## src/rtl/reg_bank_8x32_scan.sv

```systemverilog
// Eight-word register bank feeding the 8:1 select mux, plus a scan sequencer
// that walks the mux select 0..7 under a valid/ready handshake.
module reg_bank_8x32_scan #(
  parameter int               WIDTH     = 32,
  parameter logic [WIDTH-1:0] RESET_VAL = '0
) (
  input  logic             clk,
  input  logic             rst_n,
  input  logic             clr,
  input  logic             wr_en,
  input  logic [2:0]       wr_addr,
  input  logic [WIDTH-1:0] wr_data,
  input  logic             scan_start,
  input  logic             scan_abort,
  input  logic             scan_ready,
  output logic [WIDTH-1:0] q0,
  output logic [WIDTH-1:0] q1,
  output logic [WIDTH-1:0] q2,
  output logic [WIDTH-1:0] q3,
  output logic [WIDTH-1:0] q4,
  output logic [WIDTH-1:0] q5,
  output logic [WIDTH-1:0] q6,
  output logic [WIDTH-1:0] q7,
  output logic [2:0]       scan_sel,
  output logic             scan_valid,
  output logic             scan_done,
  output logic             busy
);

  typedef enum logic [1:0] {
    ST_IDLE = 2'd0,
    ST_SCAN = 2'd1,
    ST_DONE = 2'd2
  } state_t;

  logic [WIDTH-1:0] regs_q [8];
  logic [WIDTH-1:0] regs_d [8];

  state_t     state_q;
  logic [2:0] sel_q;
  logic       valid_q;
  logic       done_q;
  logic       busy_q;

  // Clear takes priority over a write landing in the same cycle.
  always_comb begin
    for (int i = 0; i < 8; i++) begin
      regs_d[i] = regs_q[i];
      if (clr) begin
        regs_d[i] = RESET_VAL;
      end else if (wr_en && (wr_addr == 3'(i))) begin
        regs_d[i] = wr_data;
      end
    end
  end

  always_ff @(posedge clk or negedge rst_n) begin
    if (!rst_n) begin
      for (int i = 0; i < 8; i++) begin
        regs_q[i] <= RESET_VAL;
      end
    end else begin
      for (int i = 0; i < 8; i++) begin
        regs_q[i] <= regs_d[i];
      end
    end
  end

  // While in SCAN valid is always high, so a transfer is simply scan_ready.
  // Abort is tested first so it wins over a concurrent transfer.
  always_ff @(posedge clk or negedge rst_n) begin
    if (!rst_n) begin
      state_q <= ST_IDLE;
      sel_q   <= 3'd0;
      valid_q <= 1'b0;
      done_q  <= 1'b0;
      busy_q  <= 1'b0;
    end else begin
      done_q <= 1'b0;
      case (state_q)
        ST_IDLE: begin
          sel_q   <= 3'd0;
          valid_q <= 1'b0;
          busy_q  <= 1'b0;
          if (scan_start) begin
            state_q <= ST_SCAN;
            valid_q <= 1'b1;
            busy_q  <= 1'b1;
          end
        end
        ST_SCAN: begin
          if (scan_abort) begin
            state_q <= ST_IDLE;
            sel_q   <= 3'd0;
            valid_q <= 1'b0;
            busy_q  <= 1'b0;
          end else if (scan_ready) begin
            if (sel_q == 3'd7) begin
              state_q <= ST_DONE;
              sel_q   <= 3'd0;
              valid_q <= 1'b0;
              busy_q  <= 1'b0;
              done_q  <= 1'b1;
            end else begin
              sel_q <= sel_q + 3'd1;
            end
          end
        end
        ST_DONE: begin
          state_q <= ST_IDLE;
          sel_q   <= 3'd0;
          valid_q <= 1'b0;
          busy_q  <= 1'b0;
        end
        default: begin
          state_q <= ST_IDLE;
          sel_q   <= 3'd0;
          valid_q <= 1'b0;
          busy_q  <= 1'b0;
        end
      endcase
    end
  end

  assign q0 = regs_q[0];
  assign q1 = regs_q[1];
  assign q2 = regs_q[2];
  assign q3 = regs_q[3];
  assign q4 = regs_q[4];
  assign q5 = regs_q[5];
  assign q6 = regs_q[6];
  assign q7 = regs_q[7];

  assign scan_sel   = sel_q;
  assign scan_valid = valid_q;
  assign scan_done  = done_q;
  assign busy       = busy_q;

endmodule

```

## config.mk

```make
export PLATFORM = sky130hd
export DESIGN_NAME = reg_bank_8x32_scan
export DESIGN_NICKNAME = d
export VERILOG_FILES = /design/src/rtl/reg_bank_8x32_scan.sv
export SDC_FILE = /design/constraint.sdc
export NUM_CORES = 1
export LEC_CHECK = 0
export CORE_ASPECT_RATIO = 2
export CORE_MARGIN = 5
export CORE_UTILIZATION = 35
export CTS_CLUSTER_DIAMETER = 200
export DETAILED_ROUTE_END_ITERATION = 12
export SYNTH_ARGS = -nofsm -noshare
export SYNTH_HDL_FRONTEND = slang
export SYNTH_SLANG_ARGS = --single-unit
```

## constraint.sdc

```tcl
create_clock -name clk -period 2 [get_ports clk]
set_input_delay 0.5 -clock clk [delete_from_list [all_inputs] [get_ports clk]]
set_output_delay 0.5 -clock clk [all_outputs]
set_load 0.02 [all_outputs]
```

* Word-level counts from Yosys, hierarchy flattened *
Index checks and enable logic that the tools add are counted.

operators by class
  $lt $le $gt $ge = 0
  shift-type cells = 0
  equality and inequality tests = 12
  div/mod/pow operators = 0
  add/sub/neg operators = 1
  bitwise operators = 0
  reductions and logical operators = 20
  $mul = 0
  multiplexer cells = 34

operators by type and width
  kind                                            count
  2-to-1 mux 32 bit                               16
  nonzero test 2 bit                              8
  == test 3 bit (second input constant)           5
  2-to-1 mux 3 bit                                4
  logical AND 1 bit                               8
  2-to-1 mux 1 bit                                8
  2-to-1 mux 2 bit                                4
  == test 3 x 2 -> 1 bit (second input constant)  2
  != test 3 bit (second input constant)           2
  one-hot mux 2 bit (2 select lines)              1
  adder 3 x 1 -> 3 bit (second input constant)    1
  == test 3 x 1 -> 1 bit (second input constant)  1
  logical NOT 3 bit                               1
  AND reduction 3 bit                             1
  == test 2 x 1 -> 1 bit (second input constant)  1
  logical NOT 2 bit                               1
  != test 2 bit (second input constant)           1
  one-hot mux 1 bit (2 select lines)              1
  AND reduction 2 bit                             1

storage, ports and cells
  bits in registers = 263
  memories kept = 0
  RAM bits = 0
  output and inout bits = 262
  logic and storage cells = 79
  ROM bits = 0
  bits in latches = 0

* Logic depth before layout (Yosys ltp) *
Gate-level depths: netlist (run 1).

  word-level depth = 5
  mapped depth = 6
  depth with buffers taken out = 5

* Least setup slack after synthesis (run 1) *
Ideal clock, no wire load.

  path type = input -> register
  start point = input wr_addr[0]
  end point = register regs_q, in the netlist q0[10]
  path slack = 0.469 ns
  setup time = 0.136 ns
  buffers on the path = 2
  stages = 5
  required time = 1.864 ns
  data arrival time = 1.395 ns
  path through = or4b_1 > buf_2 > buf_6 > nand2_1 > a21oi_1

on the way
  word-level cells in the longest chain between the ends = 3

ends and longest elaborated chain
  element                              RTL line  text
  start, declared                      11        input logic [2:0] wr_addr,
  logical NOT 3 bit                    51        end else if (wr_en && (wr_addr == 3'(i))) begin
  logical AND 1 bit                    51
  nonzero test 2 bit (no source line)  n/a
  end signal, assigned by index        64        regs_q[i] <= regs_d[i];
  end, declared                        36        logic [WIDTH-1:0] regs_q [8];

Every way passes these cells.
A chain may end at the register's enable or synchronous reset.

* Final worst setup path (run 1) *
  start point = register done_q (netlist: scan_done)
  end point = output scan_done

RTL lines
  element                 RTL line  text
  start, declared         42        logic done_q;
  start signal, assigned  76        done_q <= 1'b0;
  start signal, assigned  79        done_q <= 1'b0;
  start signal, assigned  103       done_q <= 1'b1;
  end, declared           26        output logic scan_done,

No word-level cell between the ends.

==> summary.txt, run 1 <==
LOGIC SYNTHESIS
------------------------------------------------------------------------------
Share of synthesized area occupied by flip-flops and latches ....        0.597
Post-Syn Instances ..............................................         1190
Synth Register Bits .............................................          263
Post-synth design cell area .....................................  11000 sq um
Total nets after synthesis ......................................         1234
Dominant cells by area after synthesis .......................... dfrtp_1 (60%), nand2_1 (18%), a21oi_1 (12%), buf_6 (5.6%), clkbuf_1 (1.4%)
YS warnings .....................................................            0
Number of distinct library cells after synthesis ................           22
Yosys top cell area share .......................................        0.597
Post-synth top area cell ........................................      dfrtp_1
Syn avg cell area ...............................................   9.26 sq um

CRITICAL PATH
------------------------------------------------------------------------------
Critical Path Sink Type ......................................... primary output
Total stage count of the critical path ..........................            1
Startpoint of the worst-slack reg-to-reg timing path ............ scan_sel[0]$_DFFE_PN0P_
R2r setup slk ...................................................       740 ps
Crit path kind .................................................. flop to primary output
Critical-path maximum fanout ....................................            1
Worst reg-to-reg path cell count ................................            5
Endpoint of the worst register-to-register path ................. busy$_DFFE_PN0P_
Worst endpoint required time ....................................      1500 ps
Critical Path AT ................................................      1440 ps
Critical path buffers and inverters .............................            1
CP Launch Type ..................................................         flop
Worst path top cell family by delay ............................. buffers and inverters
Largest stage delay, worst path .................................       590 ps
Cell with the largest stage delay on the worst path ............. clkdlybuf4s50_1
End of the critical path ........................................    scan_done
Startpoint of the worst setup timing path ....................... scan_done$_DFF_PN0_
Cell chain of the critical path ................................. clkdlybuf4s50_1

DRT
------------------------------------------------------------------------------
Detailed-route wire length per cell .............................      19.9 um
Detailed-route wire length ......................................     37800 um
Iteration count of the initial detailed-routing pass ............            5
Remaining antenna violation count after routing .................            0
First DRT Iteration DRCs ........................................          771
Number of DRC violations after detailed routing .................            0
Overall via count from detail_route .............................         9387
Average vias per placed instance ................................         4.94

GRT
------------------------------------------------------------------------------
Routing usage on met3 ...........................................       0.0735
Via count of the first global-routing pass ......................         9524
Wire length of the first global-routing pass ....................     57800 um
Residual overflow from global routing ...........................            0
GRT Util Overall ................................................        0.211
Grt met2 use ....................................................        0.328
Maximum number of pins on one net before global-route repair ....           57
Most congested layer reported by global routing .................         met2
M1 GR Usage .....................................................        0.284
Initial antenna violation count .................................            0

CLOCKING
------------------------------------------------------------------------------
Worst-skew pair later-pin latency ...............................       520 ps
CTS Buf Count ...................................................           25
Post-CTS Setup Inserts ..........................................            0
Clock Sink Count ................................................          263
CTS tree ........................................................         done
Max clock buf depth .............................................            3
CTS root buf ....................................................    clkbuf_16
Maximum level of the CTS H-tree .................................            1
Reg clk slew, reported paths ....................................        60 ps

FLOORPLAN
------------------------------------------------------------------------------
Die area ........................................................  35300 sq um
FP Rows .........................................................           92
Placeable core region ...........................................  31300 sq um
Vertical die dimension ..........................................       261 um
Initial Util ....................................................        0.352
Top-level port count ............................................          304
Horizontal die dimension ........................................       135 um

LAYOUT
------------------------------------------------------------------------------
Sequential cell area ............................................   6580 sq um
Area growth from synthesis to layout ............................        35.3%
Final-layout fill cell count ....................................         3102
Area of the multi-input gates ...................................   3510 sq um
Final nets ......................................................         1504
Layout cell share with drive strength beyond 1 ..................       0.0778
Number of standard cells in the layout, taps in and fillers out .         1901
Antenna cells ...................................................            0

TIMING
------------------------------------------------------------------------------
Slew at the pin closest to its max-slew limit ...................       575 ps
Number of setup violations in the final report ..................            0
Sum Neg Setup Slack .............................................         0 ps
Share of the clock period used by the worst path ................        0.970
Setup repair after global routing missed its margin .............           no
Pins over their slew limit ......................................            0
Worst slew margin relative to its limit .........................        0.616
Setup Skew ......................................................     0.309 ps
Highest achievable clock rate ...................................      515 MHz
Final number of hold-violating endpoints ........................            0
Worst hold slack ................................................       414 ps
Clock period minus final worst setup slack ......................      1940 ps

MIN PATH
------------------------------------------------------------------------------
Kind of path behind the tightest hold check ..................... input port to flop

STATUS
------------------------------------------------------------------------------
Run status ......................................................    completed

PLACED DESIGN
------------------------------------------------------------------------------
Quantity of I/O buffers inserted on ports .......................          303
HPWL after detailed placement ...................................     26300 um
Final estimated routing congestion in global placement ..........        0.828
Number of cells in the design after placement ...................         1855

POWER AND IR DROP
------------------------------------------------------------------------------
Clock network power share .......................................        0.417
Share of total power consumed by net switching ..................        0.255
Leakage Power ...................................................      7.48 nW
Power density over the cells ....................................  759 nW/um^2
Total power after layout ........................................      11.3 mW
Power Internal ..................................................      8.43 mW
Switching power of the nets .....................................      2.88 mW
VDD IR-drop max .................................................   0.000760 V
Share of total power in sequential cells ........................        0.486
Share of total power in combinational logic .....................        0.097

JOB
------------------------------------------------------------------------------
Number of max-capacitance violations reported ...................            0

==> synth_stat cells <==
cell type	n
and4bb_1	3
and4_1	1
and4b_2	1
mux2i_1	3
buf_2	21
nand2_1	514
nor4b_4	1
buf_6	55
nand4bb_1	3
or4b_1	1
buf_4	8
a21oi_1	258
nand4_1	1
dfrtp_1	263
nand2b_1	2
nor2b_1	1
and4b_1	2
ha_1	2
nor2_1	6
clkbuf_1	40
nand4b_1	3
nand3_1	1
==> power by group through the flow <==
stage	Combinational (mW)	Clock, mW	Sequential [mW]
4_1_cts	1.12	4.84	5.49
2_1_floorplan	0.440	0	5.72
5_1_grt	1.20	5.05	5.50
3_3_place_gp	1.18	0	5.59
3_5_place_dp	1.19	0	5.60
6_report	1.10	4.72	5.49
==> state kept, by name, indices dropped and copies added (netlist names), 2 cells and up <==
register,flops
q0,32
q1,32
q2,32
q3,32
q4,32
q5,32
q6,32
q7,32
scan_sel,3
state_q,2
==> stage by stage <==
| stage | util | cell area [sq um] | worst slack [ps] |
|---|---|---|---|
| final | 0.476 | 14900 | 59.1 |
| after global routing | 0.476 | 14900 | 12.2 |
| after CTS | 0.476 | 14900 | 0.233 |
| after detailed placement | 0.460 | 14400 | -199 |
| after global placement | 0.460 | 14400 | -186 |
| after floorplan | - | 11000 | 469 |
==> cells in the final DEF, fill, tap and decap left out, types with 3 or more instances in the layout <==
cell type / instances
nand2_1: 514
dfrtp_1: 263
a21oi_1: 258
dlygate4sd2_1: 257
buf_4: 42
clkdlybuf4s50_1: 40
clkbuf_16: 25
buf_12: 21
clkinv_2: 9
nor2_1: 6
clkinvlp_4: 4
dlymetal6s2s_1: 4
nand4b_1: 3
mux2i_1: 3
clkbuf_8: 3
==> timing repair <==
action	4_1_cts	5_1_grt
hold endpoints to repair	40	0
hold buffers	1	0
pin swaps	0	0
resized for setup	257	4
endpoints found under the setup margin	257	4
==> routing by layer <==
metal,vias up,routed length [um],part of all wire
li1,4345,-,-
met1,4605,15400,0.41
met2,397,17500,0.46
met3,40,4060,0.11
met4,0,778,0.021
met5,-,0,0
==> worst min-delay path by stage <==
stage	startpoint	to	slack [ps]	cells after the start
finish	clr	q0[8]$_DFFE_PN0P_	410	2
global route	clr	q4[1]$_DFFE_PN0P_	410	2
CTS	clr	q3[6]$_DFFE_PN0P_	390	2
global placement	state_q[1]$_DFFE_PN0P_	busy$_DFFE_PN0P_	420	1
floorplan	rst_n	busy$_DFFE_PN0P_	200	0
detailed placement	state_q[1]$_DFFE_PN0P_	state_q[0]$_DFFE_PN0P_	440	1
==> cells by family after synthesis <==
kind of cell               share of synthesized area
AOI/OAI and AO/OA                              0.117
adders and majority gates                    0.00227
buffers and inverters                         0.0848
DFF                                            0.597
muxes                                        0.00273
and+or+nand+nor                                0.195
==> layout make-up <==
| type | instances | share of cell area |
|---|---|---|
| sequential | 263 | 0.442 |
| timing repair buffer | 367 | 0.233 |
| clock inverter | 16 | 0.00966 |
| tap | 423 | 0.0355 |
| clock buffer | 29 | 0.0443 |
| multi-input combinational | 803 | 0.236 |
Power figures use the tool's default switching activity.
==> run 2, diff against run 1 <==
SLEW_MARGIN = 20   (was default)
==> results of run 2 <==
Final layout, timing and power as in run 1 (identical DEF).
